**src/rtl/nx_dot_acc_int8.sv**
```systemverilog
// Signed dot-product engine: per-beat lane products, registered adder tree, and
// saturating per-frame accumulation with one result pulse per frame.
module nx_dot_acc_int8 #(
    parameter int LANES = 6,
    parameter int IW    = 8,
    parameter int AW    = 32
) (
    input  logic                clk,
    input  logic                rst_n,
    input  logic                in_valid,
    input  logic                in_last,
    input  logic [LANES*IW-1:0] in_a,
    input  logic [LANES*IW-1:0] in_b,
    output logic                out_valid,
    output logic [AW-1:0]       out_sum,
    output logic                out_ovf
);

    localparam int PW = 2 * IW;
    localparam int DW = PW + $clog2(LANES);

    logic signed [PW-1:0] prod_d [LANES];
    logic signed [PW-1:0] prod_q [LANES];
    logic                 v1_q, l1_q;
    logic signed [DW-1:0] tree_d, sum_q;
    logic                 v2_q, l2_q;
    logic signed [AW-1:0] acc_q, acc_d, acc_base;
    logic signed [AW:0]   tot;
    logic                 ovf_q, ovf_d, sat;
    logic                 open_q;

    always_comb begin
        for (int i = 0; i < LANES; i++) begin
            prod_d[i] = PW'($signed(in_a[i*IW +: IW])) * PW'($signed(in_b[i*IW +: IW]));
        end
    end

    always_ff @(posedge clk or negedge rst_n) begin
        if (!rst_n) begin
            v1_q <= 1'b0;
            l1_q <= 1'b0;
            for (int i = 0; i < LANES; i++) begin
                prod_q[i] <= '0;
            end
        end else begin
            v1_q <= in_valid;
            l1_q <= in_valid & in_last;
            for (int i = 0; i < LANES; i++) begin
                prod_q[i] <= prod_d[i];
            end
        end
    end

    always_comb begin
        tree_d = '0;
        for (int i = 0; i < LANES; i++) begin
            tree_d = tree_d + DW'(prod_q[i]);
        end
    end

    always_ff @(posedge clk or negedge rst_n) begin
        if (!rst_n) begin
            v2_q  <= 1'b0;
            l2_q  <= 1'b0;
            sum_q <= '0;
        end else begin
            v2_q  <= v1_q;
            l2_q  <= l1_q;
            sum_q <= tree_d;
        end
    end

    // The first beat of a frame adds to zero rather than the previous frame's total.
    always_comb begin
        acc_base = open_q ? acc_q : '0;
        tot      = (AW+1)'(acc_base) + (AW+1)'(sum_q);
        acc_d    = tot[AW-1:0];
        sat      = 1'b0;
        if (tot[AW:AW-1] == 2'b01) begin
            acc_d = {1'b0, {(AW-1){1'b1}}};
            sat   = 1'b1;
        end else if (tot[AW:AW-1] == 2'b10) begin
            acc_d = {1'b1, {(AW-1){1'b0}}};
            sat   = 1'b1;
        end
        ovf_d = (open_q & ovf_q) | sat;
    end

    always_ff @(posedge clk or negedge rst_n) begin
        if (!rst_n) begin
            acc_q     <= '0;
            ovf_q     <= 1'b0;
            open_q    <= 1'b0;
            out_valid <= 1'b0;
            out_sum   <= '0;
            out_ovf   <= 1'b0;
        end else begin
            out_valid <= v2_q & l2_q;
            if (v2_q) begin
                acc_q  <= acc_d;
                ovf_q  <= ovf_d;
                open_q <= ~l2_q;
                if (l2_q) begin
                    out_sum <= acc_d;
                    out_ovf <= ovf_d;
                end
            end
        end
    end

endmodule

```
**config.mk**
```make
export PLATFORM = sky130hd
export DESIGN_NAME = nx_dot_acc_int8
export DESIGN_NICKNAME = d
export VERILOG_FILES = /design/src/rtl/nx_dot_acc_int8.sv
export SDC_FILE = /design/constraint.sdc
export NUM_CORES = 1
export LEC_CHECK = 0
export CAP_MARGIN = 20
export CORE_UTILIZATION = 40
export CTS_CLUSTER_DIAMETER = 80
export DETAILED_ROUTE_END_ITERATION = 16
export RECOVER_POWER = 25
export SLEW_MARGIN = 20
export SYNTH_ARGS = -nofsm -noshare
export SYNTH_HDL_FRONTEND = slang
export SYNTH_SLANG_ARGS = --single-unit
```
**constraint.sdc**
```tcl
create_clock -name clk -period 5.85 [get_ports clk]
set_clock_uncertainty 0.2 [all_clocks]
set_input_delay 1.17 -clock clk [delete_from_list [all_inputs] [get_ports clk]]
set_output_delay 1.17 -clock clk [all_outputs]
set_load 0.02 [all_outputs]
```
## Word-level counts from Yosys, hierarchy flattened

Index checks and enable logic that the tools add are counted.
W data, S select, Z words.

- Word-level logic and storage cells: 42
- Register bits: 187

- Eq/ne operators: 2
- Reduce and logical (&&, ||, !) cells: 1
- $add $sub $neg: 6
- Bitwise gates (word level): 5
- Multiply operators: 6
- Mux-type cells: 5

Operator list:

| cell | number |
|---|---|
| $mul A8 B8 Y16 | 6 |
| $mux W32 | 3 |
| $add A19 B16 Y19 | 2 |
| $add A32 B19 Y33 | 1 |
| $add A18 B16 Y19 | 1 |
| $add A17 B16 Y18 | 1 |
| $add A16 B16 Y17 | 1 |
| $and A1 B1 Y1 | 3 |
| $eq A2 B1 Y1 const B | 1 |
| $eq A2 B2 Y1 const B | 1 |
| $mux W1 | 2 |
| $reduce_and A2 Y1 | 1 |
| $not A1 Y1 | 1 |
| $or A1 B1 Y1 | 1 |

## Logic depth before layout (Yosys ltp)

Gate-level depths: netlist (run 1).

- Depth in word-level cells: 6
- Gate-level depth with buffers: 19

## Least setup slack after synthesis (run 1)

Ideal clock, no wire load.

- Kind: in2reg
- Start point: in in_a[37]
- End point: reg prod_q[31] in the netlist's numbering
- Stages on the path: 17
- Data arrival time: 5016 ps
- Path slack: 509 ps
- Cells stage by stage: and2_1 -> fa_1 -> inv_1 -> fa_1 -> inv_1 -> fa_1 -> inv_1 -> fa_1 -> inv_1 -> ha_1 -> nand2b_1 -> a21boi_0 -> o311a_1 -> o21a_1 -> o21a_1 -> o41a_1 -> xnor2_1

RTL lines:

| what | RTL line | RTL |
|---|---|---|
| start, declared | 12 | `input logic [LANES*IW-1:0] in_a,` |
| end signal, assigned by index | 49 | `prod_q[i] <= prod_d[i];` |
| end, declared | 23 | `logic signed [PW-1:0] prod_q [LANES];` |

==> results of run 1 <==
## flip-flops by register name (all words and copies together), names as in the netlist
register	cells
prod_q	96
acc_q	32
out_sum	32
sum_q	19
l1_q	1
l2_q	1
open_q	1
out_ovf	1
out_valid	1
ovf_q	1
v1_q	1
v2_q	1
## synthesized netlist by cell type (all sizes together) (3+ instances only)
master   number  area (um^2)
a41oi         3         33.8
mux2          8         90.1
xnor2       101          885
o21bai       10         75.1
dfrtp       187         4680
a31oi         8         65.1
nor2b        45          282
o2111ai       3         26.3
buf           4         25.0
fa          397         7950
nor4          4         25.0
o311ai        3         26.3
nor3         25          125
and2        288         1800
o311a         5         50.1
o41a          3         33.8
o31ai         3         36.3
a21o         34          255
a21oi       107          551
a211oi        6         55.1
nand3        15         75.1
a21boi       14          109
xor2         28          245
nor2         91          349
clkbuf       26         98.8
o21ai        65          329
nand2       152          571
ha          226         2830
and3          7         43.8
or2           7         43.8
nand2b       30          188
mux2i         4         40.0
inv         608         2280
nand4        12         75.1
o21a         16          120
## per-stage QoR
| stage | setup slack, ps | utilization [%] | TNS [ps] |
|---|---|---|---|
| after global placement | -173 | 47.1 | -1700 |
| after CTS | 177 | 48.2 | 0 |
| after floorplan | 509 | - | 0 |
| after global routing | 16.5 | 48.2 | 0 |
| final | 234 | 48.2 | 0 |
| after detailed placement | -244 | 47.1 | -2840 |
## critical path, stage by stage
cell,delay (ps)
clkdlybuf4s50_1,520
and2_1,220
fa_1,490
inv_1,60
fa_1,490
inv_1,50
fa_1,520
inv_1,50
fa_1,470
inv_1,40
ha_1,290
nand2b_1,80
a21boi_0,110
o311a_1,320
o21a_1,190
o21a_1,190
o41a_1,330
xnor2_1,140
## final cells by class
type / count / share of cell area [%]
Tap cell: 782 / 3.35
Clock inverter: 15 / 0.663
Timing Repair Buffer: 364 / 10.5
Multi-Input combinational cell: 1743 / 60.2
Inverter: 609 / 7.82
Sequential cell: 187 / 16.0
Clock buffer: 17 / 1.46
## logic make-up (layout without fill, tap and decap cells)
logic type,after synthesis,after routing,synth area share (%)
AO/OA/AOI/OAI,298,298,7.89
XOR/XNOR,129,129,4.58
adder cells (fa/ha/maj),623,623,43.6
buffers and inverters,639,1005,9.76
flip-flops,187,187,19.0
multiplexers,12,12,0.527
AND/OR/NAND/NOR,681,681,14.7
## routing by layer
layer,global-route usage (%),part of all wire (%)
met2,31.7,51
met1,23.5,46
met3,1.57,2.3
met4,3.09,1.1
met5,0,0
## worst paths after layout
| kind | from | to | slack (ps) | cells past startpoint |
|---|---|---|---|---|
| max | in_b[24] | prod_q[47]$_DFF_PN0_ | 230 | 18 |
| min | v1_q$_DFF_PN0_ | v2_q$_DFF_PN0_ | 160 | 0 |
| max reg2reg | open_q$_DFFE_PN0P_ | acc_q[13]$_DFFE_PN0P_ | 1110 | 17 |
| min reg2reg | v1_q$_DFF_PN0_ | v2_q$_DFF_PN0_ | 160 | 0 |
| max in group asynchronous | rst_n | v2_q$_DFF_PN0_ | 970 | 1 |
| min in group asynchronous | rst_n | out_sum[31]$_DFFE_PN0P_ | 1970 | 1 |
## repair_timing
item                                    4_1_cts  5_1_grt
hold buffers                                  0        0
resized for setup                             0        9
endpoints found under the setup margin        0        8
==> results.md, run 1 <==
* Status: complete, but fails checks
* Failing checks: capacitance limit, slew limit
* Avg Cell Area, Syn at 9.61 um^2
* Vias/cell at 4.70
* # clock sinks at 187
* CP arrival at approximately 5700 ps
* First-pass GRT wire length at 91.6 mm
* Synth cell types at 67
* #FFs+latches synth at around 190
* Post-DP Area at between 0.02 and 0.03 mm^2
* DPL Wire Length at around 45 mm
* Most frequent cells in the layout: inv_1 (608), fa_1 (397), and2_1 (284), buf_4 (228), ha_1 (226)
* Worst-Margin Slew at around 4000 ps
* Die W at approximately 250 um
* Fin cells at between 3000 and 4000
* Initial antenna violation count at 0
* Max cap viols at 1
* Fill cells at between 5000 and 6000
* Largest net degree at the start of global routing at 90
* Critical Path Sink Type: flip-flop
* YS warnings at 0
* Nets at around 3600
* Minimum clock period at about 5600 ps
* Ys async rst share at 100%
* Initial DRC count at between 700 and 800
* CP required at between 5000 and 6000 ps
* DP Cell Count at roughly 3700
* H-tree depth at 4
* Tcrit/Tclk final at 96.0%
* CTS tree: yes
* Normalized max-slew margin at -166%
* I/O pin cnt at around 130
* Clk slew on worst S/H paths at approximately 80 ps
* Die Footprint at around 0.063 mm^2
* Vias in the first global route at just under 20000
* Crit Path Class: input port to flip-flop
* Routability Congestion at 0.850
* Worst hold slack at approximately 160 ps
* Post-DR wirelength/cell at between 10 and 15 um
* Syn Nets at approximately 3300
* EDFF count, synth at 0
* Footprint of the multi-input gates at about 0.018 mm^2
* Share of cells above drive strength 1 at between 10% and 20%
* Antenna Nets Post-Route at 0
* Commonest non-fill, non-tap cell in the layout: inv_1
* Worst Path Max Fanout at 8
* Slew Limit Fails at 90
* Die Y at roughly 250 um
* Row cnt at 90
* Hold Fails Final Rpt at 0
* GRT Overall Usage at roughly 18%
* # DRC at 0
* Worst-skew pair later-pin latency at roughly 440 ps
* Grt ovf at 0
* Max Clock Freq at between 150 and 200 MHz
* # setup viols final at 0
* Post-synthesis cell count at 2569
* Startpoint types: input port
* Diode count at 0
* Pre-antenna DRT Iters at 5
* Clk buf depth at 2
* Fin area at between 0.02 and 0.03 mm^2
* Routed Wire Length at 52.0 mm
* CORE AREA at around 0.06 mm^2
* Via count at between 15000 and 20000
* Mapped Area at ~0.025 mm^2
* Ys flop type: dfrtp_1
* Hold/Removal Path Class: flip-flop to flip-flop
* RSZ-0062 raised after global routing: no
* Area grow syn2layout at 18.4%
* Initial Utilization at between 40% and 50%
* Setup Buffers After CTS at 0
* Port Buf Inserts at 133
* Num CTS Buffers at 17
* Clock Root Buffer: clkbuf_16
* Register area share after synthesis at about a fifth
* Reg area at 0.00468 mm^2
Power of run 1 is left out: the tool's default activity adds up to more than one toggle a clock period on the data nets, which glitch-free logic cannot reach.
==> run 2, diff against run 1 <==
Settings changed: MAX_ROUTING_LAYER set to met4.
==> run 2 against run 1 <==
- largest cell class unchanged
- critical path type unchanged
- critical path depth increased by 1
- highest routed layer unchanged
- sequential share of layout area about the same
- utilization about the same
- count of clock-buffer cells in the layout increased by 3
- wire length decreased by 0.46%
- the run still ends with capacitance limit, slew limit left
- design area about the same
- register-to-register slack got worse by 190 ps
- maximum frequency decreased by 0.68%
- global-route usage increased by 0.58 points
==> results.md, run 2 (synthesis gave the netlist of run 1 again) <==
* Commonest non-fill, non-tap cell in the layout: inv_1
* Initial antenna violation count at 2 (+2)
* Footprint of the multi-input gates at 0.0176 mm^2 (unchanged)
* Fin area at 0.0292 mm^2 (about the same)
* Clk slew on worst S/H paths at 70 ps (about the same)
* CP required at 5970 ps (about the same)
* CORE AREA at 0.0607 mm^2 (unchanged)
* Initial DRC count at 585 (-19%)
* Vias/cell at 4.69 (about the same)
* Initial Utilization at 40.7% (unchanged)
* Clk buf depth at 2 (unchanged)
* CP cell instances: clkdlybuf4s50_1 -> buf_4 -> nand2_1 -> fa_1 -> inv_1 -> fa_1 -> inv_1 -> fa_1 -> fa_1 -> inv_1 -> ha_1 -> a21oi_1 -> nand2b_1 -> a21boi_0 -> o311a_1 -> o21a_1 -> o21a_1 -> o41a_1 -> xnor2_1
* Largest reg by FF count: prod_q
* CTS tree: yes
* Die W at 250 um (unchanged)
* Via count at 17500 (+0.069%)
* Share of cells above drive strength 1 at 10.1% (+0.13 points)
* Routability Congestion at 0.854 (+0.52%)
* Reg area at 0.00468 mm^2 (unchanged)
* Failing checks: capacitance limit, slew limit
* Pre-antenna DRT Iters at 5 (unchanged)
* Fill cells at 5629 (+0.39%)
* CP bufs+invs at 5 (unchanged)
* Worst-Margin Slew at 2220 ps (-1750 ps)
* Tcrit/Tclk final at 96.7% (+0.66 points)
* Row cnt at 90 (unchanged)
* Post-DR wirelength/cell at 13.9 um (-0.59%)
* CTS Hold Bufs at 0 (unchanged)
* Top Registers: prod_q x96, acc_q x32, out_sum x32
* Most common cell type on the critical path: fa_1
* Clock Root Buffer: clkbuf_16
* Status: complete, but fails checks
* Post-DP Area at 0.0287 mm^2 (+0.15%)
* Die Y at 250 um (unchanged)
* H-tree depth at 4 (unchanged)
* Antenna Nets Post-Route at 0 (unchanged)
* First-pass GRT wire length at 91.8 mm (+0.22%)
* Area grow syn2layout at 18.4% (about the same)
* Setup Buffers After CTS at 0 (unchanged)
* Nets at 3649 (+0.11%)
* Die Footprint at 0.0627 mm^2 (unchanged)
* RSZ-0062 raised after global routing: no
* Largest net degree at the start of global routing at 146 (+62%)
* Slowest cell on crit path: clkdlybuf4s50_1
* Total negative slack at 0 ps (unchanged)
* Max Clock Freq at 177 MHz (-0.68%)
* Normalized max-slew margin at -48.2% (+120 points)
* Minimum clock period at 5650 ps (+38.7 ps)
* Most frequent cells in the layout: inv_1 (608), fa_1 (397), and2_1 (284), buf_4 (234), ha_1 (226)
* Max FFs per register at 96 (unchanged)
* Delay-heaviest family, CP: adder cells
* Routed Wire Length at 51.7 mm (-0.46%)
* # setup viols final at 0 (unchanged)
* # DRC at 0 (unchanged)
* CP arrival at 5770 ps (+30 ps)
* Startpoint types: input port
* Vias in the first global route at 19300 (+0.088%)
* DPL Wire Length at 44.8 mm (-0.59%)
* Slew Limit Fails at 190 (+110%)
* Max incr delay on CP at 550 ps (+30 ps)
* Port Buf Inserts at 133 (unchanged)
* # clock sinks at 187 (unchanged)
* Worst reg-to-reg setup slack at 920 ps (-190 ps)
* Critical Path Sink Type: flip-flop
* Hold/Removal Path Class: flip-flop to flip-flop
* I/O pin cnt at 134 (unchanged)
* CTS resizes at 0 (unchanged)
* Max cap viols at 2 (+1)
* Worst-skew pair later-pin latency at 440 ps (about the same)
* Worst Path Max Fanout at 4 (-4)
* Crit Path Class: input port to flip-flop
* Num CTS Buffers at 17 (unchanged)
* GRT Overall Usage at 18.3% (+0.58 points)
* Grt ovf at 0 (unchanged)
* Hold Fails Final Rpt at 0 (unchanged)
==> run 2: changes by cell type in the layout (fill, tap and decap cells not counted), sizes merged <==
cell,change
buf,+6
inv,-3
clkbuf,+2
clkinv,-2
diode,+2
bufinv,+1
dlygate4sd3,-1
==> run 2: path summary, 6_finish.rpt <==
path,startpoint,cells past startpoint,end
max,in_b[35],19,prod_q[31]$_DFF_PN0_
min,v1_q$_DFF_PN0_,0,v2_q$_DFF_PN0_
max reg2reg,open_q$_DFFE_PN0P_,16,out_sum[12]$_DFFE_PN0P_
min reg2reg,v1_q$_DFF_PN0_,0,v2_q$_DFF_PN0_
max in group asynchronous,rst_n,2,prod_q[56]$_DFF_PN0_
min in group asynchronous,rst_n,1,out_sum[31]$_DFFE_PN0P_
==> run 2: cell type report <==
cell class / instances / share of cell area (%)
timing repair buffer: 368 / 10.6
sequential: 187 / 16.0
clock inverter: 11 / 0.458
antenna: 2 / 0.0171
clock buffer: 20 / 1.53
tap: 782 / 3.35
inverter: 609 / 7.82
multi-input combinational: 1743 / 60.2
==> run 2: layer usage <==
| metal | track usage [%] | wire [um] |
|---|---|---|
| met5 | - | 0 |
| met3 | 1.97 | 1530 |
| met2 | 30.7 | 25400 |
| met1 | 23.7 | 23800 |
| met4 | 4.42 | 1000 |
==> run 2: metrics by stage <==
| step | std cells | setup slack (ps) | hold slack, ps | utilization [%] |
|---|---|---|---|---|
| 2_1_floorplan | 2569 | 509 | 131 | - |
| 3_3_place_gp | 3689 | -196 | 147 | 47.2 |
| 3_5_place_dp | 3689 | -318 | 138 | 47.2 |
| 4_1_cts | 3720 | 70.3 | 160 | 48.2 |
| 5_1_grt | 3722 | 0.531 | 167 | 48.2 |
| 6_report | 3722 | 195 | 158 | 48.2 |
Power of run 2 is left out for the same reason.
==> variant, RTL diff (flow settings as in run 2) <==
Change the parameter `IW` from 8 to 4.
--- a/src/rtl/nx_dot_acc_int8.sv
+++ b/src/rtl/nx_dot_acc_int8.sv
@@ -2,7 +2,7 @@
 // saturating per-frame accumulation with one result pulse per frame.
 module nx_dot_acc_int8 #(
     parameter int LANES = 6,
-    parameter int IW    = 8,
+    parameter int IW    = 4,
     parameter int AW    = 32
 ) (
     input  logic                clk,
Interface: changed (resized in_a and in_b); port bits go from 134 to 86. No check against the original RTL was run, so the function may have changed too.
==> variant against run 2 <==
- the run still ends with max-capacitance violations, max-slew violations left
- routed wire length shrank 56%
- cell area decreased by 57%
- non-clock buffer count decreased by 270
- worst setup slack improved by 0.90 ns
- register-to-register slack better by 0.17 ns
- sequential cell count is 56 lower
- sequential share of layout area is 9.8 points higher
- critical path depth decreased by 1
- synthesized area down 56%
- critical path type is now register to register
- highest routed layer unchanged
Power is left out: the tool's default activity adds up to more than one toggle a clock period on the data nets, which glitch-free logic cannot reach.
==> variant: results (changes against run 2) <==
| Metric | Value |
|---|---|
| Fill count | `2515 (-55%)` |
| Critical Path Fanout Max | `18 (+14)` |
| Layout cells sized above 1 | `5.041% (-5.1 points)` |
| Crit path arrival time | `4.92 ns (-0.85 ns)` |
| Detailed Route WL | `22560 um (-56%)` |
| Total global routing track utilization | `17.92% (-0.36 points)` |
| Cell total after placement | `1513 (-59%)` |
| Post-synth top cells | `sky130_fd_sc_hd__inv_1 (171), sky130_fd_sc_hd__dfrtp_1 (131), sky130_fd_sc_hd__ha_1 (116), sky130_fd_sc_hd__fa_1 (89), sky130_fd_sc_hd__nand2_1 (89)` |
| Register-to-register setup slack | `1.09 ns (+0.17 ns)` |
| Placed Instance Area | `0.01207 sq mm (-58%)` |
| DPL Wire Length | `17840 um (-60%)` |
| Violations in the final reports | `max-capacitance violations, max-slew violations` |
| Max-capacitance violation count | `1 (-1)` |
| Count of pins over their slew limit | `36 (-81%)` |
| Status | `finished, violations left` |
| Sequential-to-total area share from yosys stat | `30.19% (+11 points)` |
| Synthesized Nets | `1375 (-58%)` |
| Diodes inserted | `0 (-2)` |
| Largest net degree at the start of global routing | `89 (-39%)` |
| Via count of the first global-routing pass | `7997 (-59%)` |
| Top Registers | `prod_q: 48 flops, acc_q: 32 flops, out_sum: 32 flops` |
| Violation count after the first detailed-route iteration | `400 (-32%)` |
| Peak per-stage delay on the critical path | `0.67 ns (+0.12 ns)` |
| Ranking of synthesized cells by area | `sky130_fd_sc_hd__dfrtp_1 (30%), sky130_fd_sc_hd__fa_1 (16%), sky130_fd_sc_hd__ha_1 (13%)` |
| Mean area per synthesized cell | `9.712 sq um (+1.1%)` |
| Pin slew with the least headroom to its limit | `1.549 ns (-0.6735 ns)` |
| Port Buffer Count | `85 (-36%)` |
variant: changes by cell type after synthesis, sizes merged, moves of 19 or more:
| cell | run 2 | this run |
|---|---|---|
| xnor2 | 101 | 55 |
| a21oi | 107 | 88 |
| inv | 608 | 171 |
| and2 | 288 | 70 |
| dfrtp | 187 | 131 |
| nor2b | 45 | 1 |
| a221o | 0 | 21 |
| ha | 226 | 116 |
| nand2 | 152 | 89 |
| nor2 | 91 | 50 |
| nor3 | 25 | 6 |
| fa | 397 | 89 |
variant: final timing paths:
kind                             start           to  depth (start not counted)
worst max-delay path            open_q    acc_q[28]                         18
min in group asynchronous        rst_n  out_sum[15]                          1
worst max register to register  open_q    acc_q[28]                         18
worst min register to register    v1_q         v2_q                          0
worst min-delay path              v1_q         v2_q                          0
max in group asynchronous        rst_n   prod_q[34]                          2
variant: layout make-up:
class	instances	area share, %
inverter	171	5.060
timing repair buffer	98	7.456
multi-input combinational	778	53.46
clock inverter	12	1.203
sequential	131	25.84
clock buffer	20	3.679
tap	335	3.304
variant: metal layers:
metal	part of all wire (%)	wire length, um	GRT usage [%]	vias to the layer above
met1	46	10370	22.26	3738
met4	1.3	291	4.831	0
li1	-	-	-	3833
met3	2.4	548	2.709	21
met5	0	0	-	-
met2	50	11360	30.38	109
variant: logic make-up after synthesis:
kind of cell,after synthesis,synth area share [%]
AND/OR/NAND/NOR,260,11.94
adder cells (fa/ha/maj),205,29.78
buffers and inverters,209,7.352
multiplexers,3,0.2766
XOR/XNOR,79,6.372
AO/OA/AOI/OAI,231,14.09
flip-flops,131,30.19
variant: metrics by stage:
step                utilization, %  worst slack (ns)  hold WS [ns]
CTS                          48.15             1.151        0.1510
global placement             45.80             1.029        0.1313
finish                       48.14             1.091        0.1481
detailed placement           45.80            0.9070        0.1372
global route                 48.14            0.7993        0.1566
floorplan                        -             1.547        0.1312
